**config.mk**
```make
export PLATFORM = sky130hd
export DESIGN_NAME = ro_scan_controller
export DESIGN_NICKNAME = d
export VERILOG_FILES = /design/src/rtl/ro_scan_controller.sv
export SDC_FILE = /design/constraint.sdc
export NUM_CORES = 1
export LEC_CHECK = 0
export ABC_AREA = 1
export BUFFER_PORTS_ARGS = -buffer_cell sky130_fd_sc_hd__buf_2
export CAP_MARGIN = 20
export CORE_MARGIN = 2
export CORE_UTILIZATION = 54
export CTS_CLUSTER_DIAMETER = 80
export DETAILED_ROUTE_END_ITERATION = 16
export GPL_TIMING_DRIVEN = 0
export PLACE_DENSITY = 0.75
export SYNTH_ARGS = -nofsm -noshare
export SYNTH_HDL_FRONTEND = slang
export SYNTH_SLANG_ARGS = --single-unit
```
**constraint.sdc**
```tcl
create_clock -name clk -period 1.9 [get_ports clk]
set_clock_uncertainty 0.2 [all_clocks]
set_input_delay 0.095 -clock clk [delete_from_list [all_inputs] [get_ports clk]]
set_output_delay 0.095 -clock clk [all_outputs]
set_load 0.01 [all_outputs]
```
**src/rtl/ro_scan_controller.sv**
```systemverilog
// Ring-oscillator scan sequencer: runs one RO at a time, settles, counts synchronized
// rising edges over a captured window, reports the count, then moves to the next RO.
module ro_scan_controller #(
  parameter int  NUM_RO     = 4,
  parameter int  CNT_W      = 16,
  parameter int  WIN_W      = 16,
  parameter int  SETTLE_CYC = 8,
  localparam int IDX_W      = (NUM_RO > 1) ? $clog2(NUM_RO) : 1
) (
  input  logic              clk,
  input  logic              rst_n,
  input  logic              start,
  input  logic              abort,
  input  logic [WIN_W-1:0]  window_len,
  input  logic [NUM_RO-1:0] ro_out,
  output logic [NUM_RO-1:0] ro_en,
  output logic              busy,
  output logic              res_valid,
  output logic [IDX_W-1:0]  res_idx,
  output logic [CNT_W-1:0]  res_count,
  output logic              res_sat,
  output logic              done
);

  localparam int SET_W = $clog2(SETTLE_CYC + 1);
  localparam int TMR_W = (WIN_W > SET_W) ? WIN_W : SET_W;
  localparam logic [TMR_W-1:0] SET_LAST = TMR_W'(SETTLE_CYC - 1);
  localparam logic [IDX_W-1:0] IDX_LAST = IDX_W'(NUM_RO - 1);

  typedef enum logic [2:0] {IDLE, SETTLE, MEASURE, REPORT, FINISH} state_t;

  state_t             state_q, state_d;
  logic [IDX_W-1:0]   idx_q, idx_d;
  logic [TMR_W-1:0]   tmr_q, tmr_d;
  logic [WIN_W-1:0]   win_q, win_d;       // last MEASURE cycle index (window - 1)
  logic [CNT_W-1:0]   cnt_q, cnt_d;
  logic               sat_q, sat_d;
  logic               s1_q, s1_d, s2_q, s2_d, s3_q, s3_d;
  logic [IDX_W-1:0]   res_idx_q, res_idx_d;
  logic [CNT_W-1:0]   res_count_q, res_count_d;
  logic               res_sat_q, res_sat_d;
  logic               edge_det;

  always_comb begin
    state_d     = state_q;
    idx_d       = idx_q;
    tmr_d       = tmr_q;
    win_d       = win_q;
    cnt_d       = cnt_q;
    sat_d       = sat_q;
    res_idx_d   = res_idx_q;
    res_count_d = res_count_q;
    res_sat_d   = res_sat_q;
    s1_d        = ro_out[idx_q];
    s2_d        = s1_q;
    s3_d        = s2_q;
    edge_det    = s2_q & ~s3_q;

    if (abort && (state_q != IDLE)) begin
      state_d = IDLE;
    end else begin
      case (state_q)
        IDLE: begin
          if (start && !abort) begin
            win_d   = (window_len == '0) ? '0 : window_len - WIN_W'(1);
            idx_d   = '0;
            tmr_d   = '0;
            cnt_d   = '0;
            sat_d   = 1'b0;
            state_d = SETTLE;
          end
        end
        SETTLE: begin
          // Synchronizer is flushing the previous RO's samples; edges are discarded.
          cnt_d = '0;
          sat_d = 1'b0;
          if (tmr_q == SET_LAST) begin
            tmr_d   = '0;
            state_d = MEASURE;
          end else begin
            tmr_d = tmr_q + TMR_W'(1);
          end
        end
        MEASURE: begin
          if (edge_det) begin
            if (&cnt_q) sat_d = 1'b1;   // an edge was lost to saturation
            else        cnt_d = cnt_q + CNT_W'(1);
          end
          if (tmr_q == TMR_W'(win_q)) begin
            res_idx_d   = idx_q;
            res_count_d = cnt_d;
            res_sat_d   = sat_d;
            state_d     = REPORT;
          end else begin
            tmr_d = tmr_q + TMR_W'(1);
          end
        end
        REPORT: begin
          if (idx_q == IDX_LAST) begin
            state_d = FINISH;
          end else begin
            idx_d   = idx_q + IDX_W'(1);
            tmr_d   = '0;
            cnt_d   = '0;
            sat_d   = 1'b0;
            state_d = SETTLE;
          end
        end
        FINISH:  state_d = IDLE;
        default: state_d = IDLE;
      endcase
    end
  end

  always_ff @(posedge clk or negedge rst_n) begin
    if (!rst_n) begin
      state_q     <= IDLE;
      idx_q       <= '0;
      tmr_q       <= '0;
      win_q       <= '0;
      cnt_q       <= '0;
      sat_q       <= 1'b0;
      s1_q        <= 1'b0;
      s2_q        <= 1'b0;
      s3_q        <= 1'b0;
      res_idx_q   <= '0;
      res_count_q <= '0;
      res_sat_q   <= 1'b0;
    end else begin
      state_q     <= state_d;
      idx_q       <= idx_d;
      tmr_q       <= tmr_d;
      win_q       <= win_d;
      cnt_q       <= cnt_d;
      sat_q       <= sat_d;
      s1_q        <= s1_d;
      s2_q        <= s2_d;
      s3_q        <= s3_d;
      res_idx_q   <= res_idx_d;
      res_count_q <= res_count_d;
      res_sat_q   <= res_sat_d;
    end
  end

  // Enables decode straight from state flops so an async reset kills them at once.
  always_comb begin
    ro_en = '0;
    if ((state_q == SETTLE) || (state_q == MEASURE)) ro_en[idx_q] = 1'b1;
  end

  assign busy      = (state_q == SETTLE) || (state_q == MEASURE) || (state_q == REPORT);
  assign res_valid = (state_q == REPORT);
  assign done      = (state_q == FINISH);
  assign res_idx   = res_idx_q;
  assign res_count = res_count_q;
  assign res_sat   = res_sat_q;

endmodule

```
# ---- Yosys cells after proc, flatten, opt, wreduce, memory -nomap -nowiden
# Cells that the tools add are included.
dict set report op_classes {
  order_cmp 2
  add_sub_neg 4
  eq_ne 13
  n_mux 28
  reduce_logical 18
  n_bitwise 3
}
# operator count
set op_table {}
lappend op_table {{case mux 16 bit (4 select lines)} 2}
lappend op_table {{two-way mux 16 bit} 7}
lappend op_table {{adder 16 x 1 -> 16 bit, second input constant} 2}
lappend op_table {{equality test 16 bit} 1}
lappend op_table {{equality test 16 x 3 -> 1 bit, second input constant} 1}
lappend op_table {{logical NOT 16 bit} 1}
lappend op_table {{AND reduction 16 bit} 1}
lappend op_table {{subtractor 16 x 1 -> 16 bit, second input constant} 1}
lappend op_table {{two-way mux 3 bit} 5}
lappend op_table {{case mux 3 bit (4 select lines)} 1}
lappend op_table {{inequality test 3 bit, second input constant} 3}
lappend op_table {{AND reduction 3 bit} 3}
lappend op_table {{AND reduction 4 bit} 2}
lappend op_table {{equality test 3 x 2 -> 1 bit, second input constant} 2}
lappend op_table {{two-way mux 1 bit} 6}
lappend op_table {{inequality test 2 bit, second input constant} 3}
lappend op_table {{AND reduction 5 bit} 1}
lappend op_table {{two-way mux 2 bit} 2}
lappend op_table {{two-way mux 4 bit} 1}
lappend op_table {{case mux 1 bit (4 select lines)} 1}
lappend op_table {{case mux 2 bit (2 select lines)} 1}
lappend op_table {{nonzero test 4 bit} 1}
lappend op_table {{equality test 3 x 1 -> 1 bit, second input constant} 1}
lappend op_table {{equality test 3 bit, second input constant} 1}
lappend op_table {{14 further kinds} 18}
dict set report word_totals {
  register_bits 76
  elab_cells 80
  output_inout_bits 26
  inputBits 24
}

# ---- Longest topological paths before layout
dict set report logic_depth {
  ltp_word 5
  ltp_mapped 12
  ltp_nobuf 11
}

# ---- Worst setup path before layout
# Ideal clock, no wire load.
dict set report synth_timing {
  path_type {flip-flop to flip-flop}
  startpoint {register cnt_q[0]}
  endpoint {register cnt_q[3]}
  path_stages_with_launch 11
  arrival_time_ns 1.661
  period_less_slack_ns 1.944
  required_ns 1.617
  n_path_buf 0
  setup_time_ns 0.083
  setup_slack_ns -0.044
  cell_sequence {dfrtp_1 ha_1 nand2_1 nor2_1 nand2_1 nor2_1 inv_1 nand2_1 xor2_1 nand2_1 o21ai_0}
}
dict set report synth_between {
  elab_chain_len 4
  elab_cells_between_ends 5
  classes_between {1 x add/sub; 3 x mux; 1 x reduce/logical}
}
# element line_no
set synth_lines {}
lappend synth_lines {{from (decl)} 36} ;# logic [CNT_W-1:0] cnt_q, cnt_d;
lappend synth_lines {{from (signal assigned)} 134} ;# cnt_q <= cnt_d;
lappend synth_lines {{adder 16 x 1 -> 16 bit / AND reduction 16 bit (equally long branches)} {87, 86}}
lappend synth_lines {{two-way mux 16 bit (*)} 86} ;# if (&cnt_q) sat_d = 1'b1;
lappend synth_lines {{two-way mux 16 bit (*)} 85} ;# if (edge_det) begin
lappend synth_lines {{case mux 16 bit (4 select lines) (*)} 62} ;# case (state_q)
# Every way passes the cells marked *; elsewhere a longest branch is shown, timed or not.
# A chain may end at the register's enable or synchronous reset.

# ---- Worst setup path after layout
dict set report layout_timing {
  startpoint {register tmr_q[0]}
  endpoint {register res_idx_q[1], in the netlist res_idx[1]}
}
dict set report layout_between {
  elab_chain_len 2
}
# element line_no
set layout_lines {}
lappend layout_lines {{from (decl)} 34} ;# logic [TMR_W-1:0] tmr_q, tmr_d;
lappend layout_lines {{from (signal assigned)} 132} ;# tmr_q <= tmr_d;
lappend layout_lines {{equality test 16 bit} 89} ;# if (tmr_q == TMR_W'(win_q)) begin
lappend layout_lines {{AND reduction 3 bit (no source line)} --}
lappend layout_lines {{to (signal assigned)} 139} ;# res_idx_q <= res_idx_d;
lappend layout_lines {{to (decl)} 39} ;# logic [IDX_W-1:0] res_idx_q, res_idx_d;
# Every way passes these cells.

==> impl_metrics.csv <==
group,metric,value,unit
layout,nFillCells,572,
routing,drc,0,
layout,finalInstanceArea,0.00663,sq mm
routing,vias,5186,
grt,grt_usage,27.8,%
routing,routed_via_density,5.53,
timing,min_period_over_period,105,%
layout,layout_commonest_cell,"nand2_1",
worst_setup_path,worstPathCellList,"buf_6 > inv_2 > nand2_1 > nand2_1 > nor2_1 > nand2_1 > nor2_4 > nand4_1 > buf_6 > clkbuf_16 > o21ai_1",
place,place_ws,-0.443,ns
yosys,netlist_instances,678,
timing,setup_ws,-0.0917,ns
pwr,vdd_drop_max,0.698,mV
worst_setup_path,crit_path_start_kind,"flop",
yosys,ys_ff_latch,76,
yosys,synth_ff_type,"dfrtp_1",
yosys,netlist_area,0.00477,sq mm
worst_setup_path,crit_fanout,5,
floorplanning,rows,34,
floorplanning,core_area,0.00864,sq mm
routing,drt_wl_total,14600,um
floorplanning,die_height,98.0,um
timing,worst_pin_slew,0.386,ns
floorplanning,start_util,55.2,%
worst_setup_path,crit_path_end_kind,"flop",
worst_hold_path,min_path_type,"in -> reg",
worst_hold_path,hold_end,"win_q[11]",
place,dpl_cell_area,0.00518,sq mm
layout,fin_util,76.7,%
pwr,power,6.52,mW
job,drv_cap,0,
place,dp_hpwl,8390,um
layout,final_cell_mix,"nand2_1 (205), inv_1 (72), nor2_1 (67)",
worst_setup_path,slowest_delay,0.40,ns
place,port-buffer-count,49,
cts,clock-root-buffer,"clkbuf_8",
yosys,ys_types,36,
cts,cts_buffers,9,
timing,fin_setup_tns,-0.766,ns
grt,grt_pass1_wl,21900,um
pwr,clkPwrFrac,22.2,%
yosys,avgSynthCellArea,7.04,sq um
layout,diodes,0,
pwr,power_density,984,mW/mm^2
timing,fmax,0.502,GHz
pwr,seq_power_share,31.4,%
worst_hold_path,whs_path_depth,5,
timing,slew_viol_final,0,
yosys,async_flop_share,100,%
cts,htree_num_levels,3,
yosys,yosysSeqAreaShare,39.9,%
pwr,netSwitchingFraction,39.1,%
pwr,internal-power,3.97,mW
layout,drive_gt1_share,31.6,%
timing,rsz0062_at_grt,"yes",
cts,cts_tree,"yes",
run_status,violations,"negative setup slack",
cts,clock_path_buffers,2,
grt,antenna_found_initial,0,
worst_setup_path,r2r_slack,-0.09,ns
grt,grt_overflow,0,
worst_setup_path,r2r_start,"tmr_q[0]",
worst_setup_path,cp_slowest_cell,"dfrtp_1",
pwr,switchingPower,2.55,mW
yosys,synth_nets,709,
worst_setup_path,r2r_cells,11,
grt,first_global_vias,4828,
floorplanning,die_w,98.0,um
routing,ant_nets,0,
timing,setup_violations,22,
timing,slew_headroom,74.2,%
worst_setup_path,r2r-end,"res_idx[1]",
grt,grt_max_degree,58,
worst_setup_path,arrival,2.05,ns
run_status,status,"complete, but fails checks",
routing,dr.pass1.iters,6,
worst_hold_path,worstHoldStart,"window_len[9]",
cts,clk_pin_slew_worst_paths,0.09,ns
pwr,pwr-share-comb,46.3,%
worst_setup_path,critical_path_class,"reg -> reg",
floorplanning,ios,50,
worst_setup_path,cpMostUsedCell,"nand2_1",
pwr,leakage,3.29,nW
timing,period_minus_slack,1.99,ns
worst_setup_path,required,1.95,ns
place,place.gp.congestion,0.932,
yosys,ys_warn_count,0,
layout,fin_nets,855,
cts,numClockSinks,76,
layout,area_delta_synth_final,38.9,%
routing,drt_iter0_drc,478,
routing,routedWlPerCell,15.5,um
floorplanning,dieArea,0.00960,sq mm
timing,hold_viol,0,
cts,clk_latency,0.36,ns
yosys,synth-edff-count,0,
-- critical path, delay by kind of cell, from the launching register on --
family,cells,cell delay [ns]
simple gates,6,0.58
buf+inv,4,0.49
compound gates,1,0.22
flops,1,0.40
-- registers in the layout, indices dropped and copies added, names as in the netlist --
register   flops
cnt_q         16
res_count     16
tmr_q         16
win_q         16
state_q        3
idx_q          2
res_idx        2
res_sat        1
s1_q           1
s2_q           1
s3_q           1
sat_q          1
-- per-layer routing --
metal	vias up	wire length, um	global-route usage (%)
li1	2439	-	-
met5	-	0	0
met2	261	7390	49.6
met3	70	863	4.44
met4	0	707	12.5
met1	2416	5600	33.0
-- cell families after synthesis --
kind of cell	count (synthesis)	synth area share, %
AND/OR/NAND/NOR	385	34.3
XOR/XNOR	21	3.86
adder cells (fa/ha/maj)	7	1.84
AO/OA/AOI/OAI	88	11.4
buffers and inverters	101	8.81
flip-flops	76	39.9
-- worst max-delay path by stage --
stage / cells past startpoint / endpoint / startpoint
after floorplan: 9 / tmr_q[5] / state_q[0]
after global placement: 10 / res_idx[1] / tmr_q[10]
after detailed placement: 10 / res_count[2] / tmr_q[10]
after CTS: 6 / win_q[13] / state_q[2]
after global routing: 11 / res_idx[1] / tmr_q[0]
final: 11 / res_idx[1] / tmr_q[0]
-- through the flow --
| step | hold WS, ns | std cells |
|---|---|---|
| after global placement | 0.102 | 835 |
| final | 0.0366 | 937 |
| after global routing | 0.0919 | 937 |
| after CTS | 0.0288 | 907 |
| after floorplan | -0.401 | 678 |
| after detailed placement | -0.194 | 836 |
-- timing repair --
action,4_1_cts,5_1_grt
endpoints found under the hold margin,93,19
setup buffers,29,27
pin swaps,11,33
hold buffers,25,1
resized for setup,49,116
endpoints found under the setup margin,74,88
gates cloned,1,3
-- synthesized netlist by cell type, types with 2 or more instances --
cell      instances  share of area (%)
nand2_4           3               0.71
nand4_1           9                1.2
inv_2             2               0.16
inv_1            85                6.7
nor3_4            4                1.4
o21ai_2          11                2.0
clkbuf_1          2               0.16
a21oi_1           5               0.52
nand2_1         243                 19
nor2_4            2               0.47
ha_1              7                1.8
nand2_2           4               0.52
o211ai_1         10                1.6
xor2_1           19                3.5
o21ai_1           7               0.73
nand3_2           2               0.42
o22ai_1          15                2.0
buf_4             3               0.47
buf_6             3               0.71
nor3_1            4               0.42
dfrtp_1          76                 40
buf_2             5               0.52
nor2_1           80                6.3
o21ai_0          35                3.7
xnor2_1           2               0.37
nand3_1          30                3.1
-- power groups by stage --
stage / clock, mW / combinational (mW) / sequential [mW]
2_1_floorplan: 0 / 1.35 / 2.01
3_3_place_gp: 0 / 1.78 / 2.04
3_5_place_dp: 0 / 1.83 / 2.05
4_1_cts: 1.46 / 2.40 / 2.03
5_1_grt: 1.53 / 3.23 / 2.08
6_report: 1.45 / 3.02 / 2.05
-- final cells by class --
cell class	instances	area, sq um	area share [%]
buffer	14	159	2.40
clock buffer	11	151	2.28
clock inverter	5	83.8	1.26
inverter	87	329	4.97
multi-input combinational	501	2770	41.8
sequential	76	1920	29.0
tap	108	135	2.04
timing repair buffer	135	1080	16.3
Note: power is estimated with default switching activity, not from simulation.
